==> src/rtl/ram_pkg.sv <==
// Shared definitions for the initialised single-port RAM.
//   BOOT_WORDS : number of low words that take the boot image
//   BOOT_IMG   : boot image bytes, index 0 first
//   state_e    : init sequencer states
//   init_word  : word written to a given address during the init sweep
package ram_pkg;

  localparam int unsigned BOOT_WORDS = 4;

  localparam logic [7:0] BOOT_IMG [BOOT_WORDS] = '{8'hF0, 8'h0F, 8'h01, 8'h02};

  typedef enum logic {INIT, RUN} state_e;

  // Returns a 64-bit word. Callers cast it down to their data width, so
  // data widths above 64 bits are not supported.
  function automatic logic [63:0] init_word(input logic [63:0] a,
                                            input logic        boot_en,
                                            input logic [63:0] fill);
    if (boot_en && (a < 64'(BOOT_WORDS))) begin
      return {56'd0, BOOT_IMG[a[1:0]]};
    end
    return fill;
  endfunction

endpackage

==> src/rtl/ram_init_seq.sv <==
// Init sequencer: after reset, sweeps every address once, presenting the
// init word for each on a write port, then raises ready and stays idle.
// Ports:
//   clock, reset : rising-edge clock, synchronous active-high reset
//   init_we      : write strobe for the sweep (never high while reset=1)
//   init_addr    : address being initialised
//   init_data    : init word for init_addr
//   ready        : registered, high once the sweep has completed
module ram_init_seq
  import ram_pkg::*;
#(
  parameter int unsigned          DATA_W   = 8,
  parameter int unsigned          ADDR_W   = 4,
  parameter bit                   BOOT_EN  = 1'b1,
  parameter logic [DATA_W-1:0]    FILL_VAL = '0
) (
  input  logic              clock,
  input  logic              reset,
  output logic              init_we,
  output logic [ADDR_W-1:0] init_addr,
  output logic [DATA_W-1:0] init_data,
  output logic              ready
);

  localparam logic [ADDR_W-1:0] LAST_ADDR = '1;

  state_e            state;
  logic [ADDR_W-1:0] cnt;

  // The counter parks on the last address instead of wrapping, so a
  // second sweep can only come from a new reset.
  always_ff @(posedge clock) begin
    if (reset) begin
      state <= INIT;
      cnt   <= '0;
      ready <= 1'b0;
    end else begin
      unique case (state)
        INIT: begin
          if (cnt == LAST_ADDR) begin
            state <= RUN;
            ready <= 1'b1;
          end else begin
            cnt <= cnt + 1'b1;
          end
        end
        RUN: begin
          ready <= 1'b1;
        end
        default: begin
          state <= INIT;
          cnt   <= '0;
          ready <= 1'b0;
        end
      endcase
    end
  end

  always_comb begin
    init_we   = (state == INIT) && !reset;
    init_addr = cnt;
    init_data = DATA_W'(init_word(64'(cnt), BOOT_EN, 64'(FILL_VAL)));
  end

endmodule

==> src/rtl/ram_sp_init.sv <==
// Single-port synchronous RAM with a hardware init sweep after reset.
// Ports:
//   clock, reset : rising-edge clock, synchronous active-high reset
//   address      : word address for reads and writes
//   data_in, we  : write data and write enable
//   rd           : read enable; data_out/rd_valid update one cycle later
//   data_out     : registered read data, holds between reads
//   rd_valid     : one-cycle pulse when data_out updates
//   ready        : high once init is complete; accesses only accepted then
//   err          : one-cycle pulse after we/rd is seen while not ready
module ram_sp_init
  import ram_pkg::*;
#(
  parameter int unsigned       DATA_W   = 8,
  parameter int unsigned       ADDR_W   = 4,
  parameter bit                BOOT_EN  = 1'b1,
  parameter logic [DATA_W-1:0] FILL_VAL = '0
) (
  input  logic              clock,
  input  logic              reset,
  input  logic [ADDR_W-1:0] address,
  input  logic [DATA_W-1:0] data_in,
  input  logic              we,
  input  logic              rd,
  output logic [DATA_W-1:0] data_out,
  output logic              rd_valid,
  output logic              ready,
  output logic              err
);

  localparam int unsigned DEPTH = 2 ** ADDR_W;

  logic              init_we;
  logic [ADDR_W-1:0] init_addr;
  logic [DATA_W-1:0] init_data;

  logic [DATA_W-1:0] mem [DEPTH];

  logic user_ok;
  assign user_ok = ready && !reset;

  ram_init_seq #(
    .DATA_W   (DATA_W),
    .ADDR_W   (ADDR_W),
    .BOOT_EN  (BOOT_EN),
    .FILL_VAL (FILL_VAL)
  ) u_init_seq (
    .clock     (clock),
    .reset     (reset),
    .init_we   (init_we),
    .init_addr (init_addr),
    .init_data (init_data),
    .ready     (ready)
  );

  // Write port mux: the sweep owns the port until ready, then the user.
  always_ff @(posedge clock) begin
    if (init_we) begin
      mem[init_addr] <= init_data;
    end else if (user_ok && we) begin
      mem[address] <= data_in;
    end
  end

  // Read is taken from the pre-edge contents, giving read-first behaviour
  // on a simultaneous write to the same address.
  always_ff @(posedge clock) begin
    if (reset) begin
      data_out <= '0;
      rd_valid <= 1'b0;
      err      <= 1'b0;
    end else begin
      rd_valid <= ready && rd;
      err      <= !ready && (we || rd);
      if (ready && rd) begin
        data_out <= mem[address];
      end
    end
  end

endmodule

==> config.mk <==
export PLATFORM = sky130hd
export DESIGN_NAME = ram_sp_init
export DESIGN_NICKNAME = d
export VERILOG_FILES = /design/src/rtl/ram_pkg.sv /design/src/rtl/ram_init_seq.sv /design/src/rtl/ram_sp_init.sv
export SDC_FILE = /design/constraint.sdc
export NUM_CORES = 1
export LEC_CHECK = 0
export ABC_AREA = 1
export CELL_PAD_IN_SITES_DETAIL_PLACEMENT = 1
export CELL_PAD_IN_SITES_GLOBAL_PLACEMENT = 2
export CORE_UTILIZATION = 30
export CTS_CLUSTER_SIZE = 20
export DETAILED_ROUTE_END_ITERATION = 8
export PLACE_DENSITY_LB_ADDON = 0.1
export SYNTH_ARGS = -nofsm -noshare
export SYNTH_HDL_FRONTEND = slang
export SYNTH_SLANG_ARGS = --single-unit
==> constraint.sdc <==
create_clock -name clock -period 2.1 [get_ports clock]
set_input_delay 0.21 -clock clock [delete_from_list [all_inputs] [get_ports clock]]
set_output_delay 0.21 -clock clock [all_outputs]
set_load 0.05 [all_outputs]
==> results of run 1 <==
[registers in the layout, indices dropped and copies added, names as in the netlist]
name and flops:
data_out 8, u_init_seq.state 1, u_init_seq.init_addr 4, mem 128, u_init_seq.ready 1, err 1
rd_valid 1
[kinds of logic (layout without fill, tap and decap cells)]
group	Yosys count	count (layout)
buffers and inverters	54	125
AO/OA/AOI/OAI	13	13
AND/OR/NAND/NOR	350	350
flip-flops	144	144
other	0	2
adder cells (fa/ha/maj)	3	3
[stage by stage]
step                setup WS (ns)  setup TNS, ns  power [mW]
CTS                        0.2749              0       7.120
finish                     0.2782              0       7.054
floorplan                 0.07709              0       3.625
detailed placement       -0.02625        -0.3248       4.007
global placement          0.02174              0       4.003
global route               0.1735              0       7.278
[worst paths after layout]
path / startpoint / endpoint / slack, ns
max: u_init_seq.ready / mem[2][1] / 0.28
min: rd / err / 0.39
max reg2reg: u_init_seq.ready / mem[2][1] / 0.28
min reg2reg: u_init_seq.ready / err / 0.44
[routing by layer]
layer  track usage  part of all wire
met3       0.03974             0.018
met2        0.3038              0.49
met1        0.2347              0.47
met4       0.05983             0.021
met5             0                 0
[worst max-delay path: stages, from the launching register on]
cell and delay (ns):
dfxtp_2 0.34, inv_1 0.07, nor2_2 0.10, nand3_2 0.09, buf_12 0.16, nand2_2 0.06, inv_2 0.05, a21oi_4 0.16
nand2_2 0.14, nor2_1 0.15, buf_4 0.19
[layout by cell type (no fill, tap or decap), types with 9 or more instances in the layout]
master and n:
inv_1 20, nand3_1 108, dfxtp_1 15, edfxtp_1 128, buf_4 33, clkbuf_16 17
nor2_1 38, clkdlybuf4s50_1 25, buf_12 9, nand2_1 189
[cell type report]
class,instances,area (um2),area share
inverter,27,101.3,0.01345
timing repair buffer,68,683.2,0.09067
clock buffer,20,436.7,0.05795
sequential,144,4165,0.5528
antenna,2,5.005,0.0006642
multi-input combinational,366,1650,0.2190
clock inverter,10,161.4,0.02142
tap,265,331.6,0.04401
[power groups by stage]
stage          clock, mW  combinational (mW)  sequential, mW
2_1_floorplan          0               0.301            3.32
3_3_place_gp           0               0.678            3.32
3_5_place_dp           0               0.681            3.33
4_1_cts             3.17               0.683            3.27
5_1_grt             3.28               0.732            3.27
6_report            3.12               0.671            3.27
==> flow_summary_export.csv, run 1 <==
group,metric,value,unit
logic_synthesis,syn_inst,564,
die,initial_core_util,0.3087,
timing,rsz0062_at_grt,"no",
timing,drv_slew,0,
clocking,cts_setup_buffers,0,
logic_synthesis,synth_xor_area_frac,0,
power,switching_share,0.2293,
layout,fin_util,0.3834,
layout,instances_no_fill,902,
clocking,cts_buffers,17,
logic_synthesis,ys_top_cells_by_count,"nand2_1, edfxtp_1, nand3_1",
power,irDropWorstVdd,0.5708,mV
global_route,grt_overflow,0,
die,die_x,144.2,um
logic_synthesis,yosys.area_share.simple,0.2479,
logic_synthesis,synth_cell_types,26,
place,gp_congestion,0.7521,
global_route,grt_pass1_vias,4553,
route,drc,0,
power,p_sw,1.617,mW
place,portBuffers,26,
timing,whs,0.3877,ns
clocking,cts-root-buf,"clkbuf_16",
timing,finalSetupViolCount,0,
global_route,grt_pass1_wl,26880,um
global_route,grt_usage,0.1823,
timing,finalHoldViolations,0,
place,dp_hpwl,11980,um
die,coreArea,0.01965,mm2
worst_setup_path,critPathKind,"reg2reg",
power,power.leakage,2.873,nW
die,rows,51,
layout,syn_to_final_growth,24.19,%
timing,min_period,1.822,ns
die,io_pins,27,
die,die_height,144.2,um
clocking,cts_resized,0,
place,dp_cells,870,
clocking,insertion_delay,0.42,ns
power,seq_power_share,0.463,
flow_run,maxCapViolCount,0,
timing,fin_worst_skew,0.01021,ns
logic_synthesis,synth-compound-area-share,0.01794,
global_route,antenna_found_initial,0,
layout,drive_above_1_share,0.1496,
logic_synthesis,ys.flop_type,"edfxtp_1",
power,pwr-share-clk,0.442,
logic_synthesis,yosys.area_share.adder,0.006187,
logic_synthesis,synth_mux_area_frac,0,
route,dr.pass1.iters,4,
die,die_area,0.02080,mm2
timing,relSlewSlack,0.6531,
clocking,path_clk_slew,0.06,ns
logic_synthesis,avgSynthCellArea,10.76,um2
clocking,cts_tree,"yes",
min_path,holdCritPathClass,"in2reg",
worst_setup_path,cp.required,2.22,ns
clocking,clock_path_buffers,2,
route,dr.first_iter.drc_count,233,
logic_synthesis,synth_most_common_cell,"nand2_1",
logic_synthesis,synth_top_area_cell,"edfxtp_1",
min_path,holdPathStages,3,
logic_synthesis,synth_seq_cells,144,
place,post_dp_cell_area,0.006932,mm2
logic_synthesis,async_reset_ff_frac,0,
logic_synthesis,netlist.area_leader.share,0.6335,
timing,tightestPinTransition,0.5187,ns
worst_setup_path,worst-r2r-cell-count,10,
timing,max_freq,0.5489,GHz
timing,finalCritPeriodShare,0.8675,
logic_synthesis,synth_nets,583,
layout,fillers,2220,
logic_synthesis,synth_edf_count,128,
route,viasPerCell,4.684,
logic_synthesis,synth_top_family_by_area,"simple AND/OR/NAND/NOR gates",
worst_setup_path,worstPathArrival,1.94,ns
layout,design_area,0.007535,mm2
logic_synthesis,synth_area_leaders,"edfxtp_1, nand2_1, nand3_1",
power,p_comb_frac,0.095,
worst_setup_path,path_max_fanout,11,
run_status,status,"finished, final reports clean",
power,intPower,5.437,mW
route,drtAntennaViolNets,0,
route,routed_wl,17260,um
clocking,holdBufCountCts,0,
logic_synthesis,yosys_warnings,0,
route,avgRoutedWirePerCell,19.14,um
route,num_vias,4225,
logic_synthesis,ys_seq_area_frac,0.6863,
power,powerDensity,936.3,mW/mm2
layout,nets,643,
worst_setup_path,endpoint_kind,"register",
global_route,grt_max_degree,41,
logic_synthesis,synth_area,0.006067,mm2
clocking,htree_levels,4,
clocking,cts.sinks,144,
worst_setup_path,startpoint_type,"register",
Power figures use the tool's default switching activity.
==> run 2: changes to the inputs <==
--- a/config.mk
+++ b/config.mk
@@ -8,6 +8,7 @@
 export ABC_AREA = 1
 export CELL_PAD_IN_SITES_DETAIL_PLACEMENT = 1
 export CELL_PAD_IN_SITES_GLOBAL_PLACEMENT = 2
+export CORE_MARGIN = 2
 export CORE_UTILIZATION = 30
 export CTS_CLUSTER_SIZE = 20
 export DETAILED_ROUTE_END_ITERATION = 8
==> run 2 against run 1 <==
Against the previous run: non-clock buffer count down 1; worst setup slack better by 0.0057 ns; die area up 2.8%; highest routed layer unchanged; clock skew down 0.0024 ns; hold slack better by 0.017 ns; clock-buffer cell count down 2; power down 2.4%; critical path type unchanged; sequential power about the same; sequential share of layout area up 0.23 points; cell area down 0.42%; clock power down 5%.
==> flow_summary_export.csv, run 2 (synthesis gave the netlist of run 1 again) <==
group,metric,value,unit
clocking,holdBufCountCts,0,
die,io_pins,27,
timing,drv_slew,0,
min_path,holdCritStartpoint,"rd",
die,rows,52,
layout,design_area,0.007503,mm2
timing,finalCritPeriodShare,0.8648,
global_route,grt_pass1_vias,4483,
power,powerDensity,917.5,mW/mm2
power,power.leakage,2.856,nW
clocking,cts_tree,"yes",
run_status,status,"finished, final reports clean",
timing,finalHoldViolations,0,
route,drtAntennaViolNets,0,
timing,finalSetupViolCount,0,
route,routed_wl,16990,um
power,irDropWorstVdd,0.5536,mV
clocking,cts_resized,0,
place,portBuffers,26,
layout,final_common_cell,"nand2_1",
die,coreArea,0.02004,mm2
min_path,holdPathStages,3,
power,intPower,5.304,mW
timing,relSlewSlack,0.6543,
worst_setup_path,worst-r2r-cell-count,10,
worst_setup_path,worstPathArrival,1.94,ns
global_route,grt_overflow,0,
flow_run,maxCapViolCount,0,
layout,instances_no_fill,903,
timing,fin_worst_skew,0.007784,ns
worst_setup_path,path_max_fanout,11,
worst_setup_path,cp.required,2.23,ns
place,dp_hpwl,11790,um
route,viasPerCell,4.640,
worst_setup_path,startpoint_type,"register",
clocking,path_clk_slew,0.06,ns
worst_setup_path,r2r_setup_slack,0.28,ns
timing,tightestPinTransition,0.5170,ns
global_route,grt_pass1_wl,26510,um
layout,drive_above_1_share,0.1485,
place,post_dp_cell_area,0.006930,mm2
layout,regMostFlops,"mem",
die,die_height,146.2,um
worst_setup_path,reg2reg_to,"mem[5][4]",
power,p_comb_frac,0.096,
clocking,cts-root-buf,"clkbuf_16",
power,switching_share,0.2296,
power,p_sw,1.581,mW
timing,max_freq,0.5506,GHz
die,initial_core_util,0.3028,
layout,syn_to_final_growth,23.68,%
timing,min_period,1.816,ns
worst_setup_path,endpoint_kind,"register",
power,seq_power_share,0.474,
min_path,holdCritPathClass,"in2reg",
route,dr.first_iter.drc_count,189,
clocking,cts.sinks,144,
clocking,cts_buffers,17,
layout,final_cell_mix,"nand2_1, edfxtp_1, nand3_1",
layout,antenna_cells,0,
worst_setup_path,rr_startpoint,"u_init_seq.ready",
clocking,cts_setup_buffers,0,
route,avgRoutedWirePerCell,18.82,um
power,total_power,6.885,mW
global_route,grt_max_degree,49,
timing,rsz0062_at_grt,"no",
power,pwr-share-clk,0.430,
clocking,htree_levels,4,
route,drc,0,
layout,largest_reg_flops,128,
route,dr.pass1.iters,4,
worst_setup_path,critPathKind,"reg2reg",
place,dp_cells,874,
die,die_x,146.2,um
global_route,antenna_found_initial,1,
min_path,hold_end,"rd_valid",
layout,nets,642,
clocking,insertion_delay,0.42,ns
die,die_area,0.02138,mm2
place,gp_congestion,0.7882,
clocking,clock_path_buffers,2,
route,num_vias,4190,
global_route,grt_usage,0.1682,
timing,whs,0.4043,ns
[run 2: changes by cell type in the layout (fill, tap and decap cells not counted), sizes merged]
cell	previous run	this run
clkbuf	20	18
bufinv	4	3
buf	43	42
inv	28	27
clkinv	2	5
diode	2	0
[run 2: power groups by stage]
stage                     clock (mW)  sequential, mW  combinational (mW)
after global placement             0            3.33               0.677
final                           2.96            3.27               0.661
after CTS                       3.04            3.27               0.678
after global routing            3.16            3.27               0.729
after detailed placement           0            3.33               0.677
after floorplan                    0            3.32               0.301
[run 2: area by class of cell]
class | instances | area (um2)
flip-flops and latches | 144 | 4165
repair buffers | 67 | 675.6
well taps | 270 | 337.8
inverters | 27 | 101.3
fillers | 2264 | 12540
clock buffers | 18 | 429.2
clock inverters | 11 | 143.9
multi-input cells | 366 | 1650
[run 2: critical path, cell delays in order (launching register included)]
cell	delay (ns)
dfxtp_2	0.35
inv_1	0.07
nor2_2	0.11
nand3_2	0.09
buf_12	0.16
inv_1	0.11
a21oi_4	0.09
inv_2	0.08
nand2_2	0.12
nor2_1	0.14
buf_4	0.19
[run 2: stage by stage]
stage | worst slack [ns] | util | setup TNS (ns)
2_1_floorplan | 0.07709 | - | 0
3_3_place_gp | -0.001218 | 0.3458 | -0.008200
3_5_place_dp | -0.01238 | 0.3458 | -0.1826
4_1_cts | 0.2660 | 0.3744 | 0
5_1_grt | 0.1496 | 0.3744 | 0
6_report | 0.2838 | 0.3744 | 0
[run 2: metal layers]
metal	GRT usage	vias up	wire (um)
li1	-	2035	-
met1	0.2136	2082	7603
met3	0.02906	25	523
met2	0.2877	48	8536
met4	0.06456	0	330
met5	0	-	0
[run 2: worst max-delay path by stage]
stage	slack [ns]	start	to
after global placement	-0.001	reset	mem[3][0]
final	0.28	u_init_seq.ready	mem[5][4]
after CTS	0.27	u_init_seq.ready	mem[0][2]
after floorplan	0.08	u_init_seq.ready	mem[0][0]
after detailed placement	-0.01	reset	mem[0][6]
after global routing	0.15	u_init_seq.ready	mem[8][7]
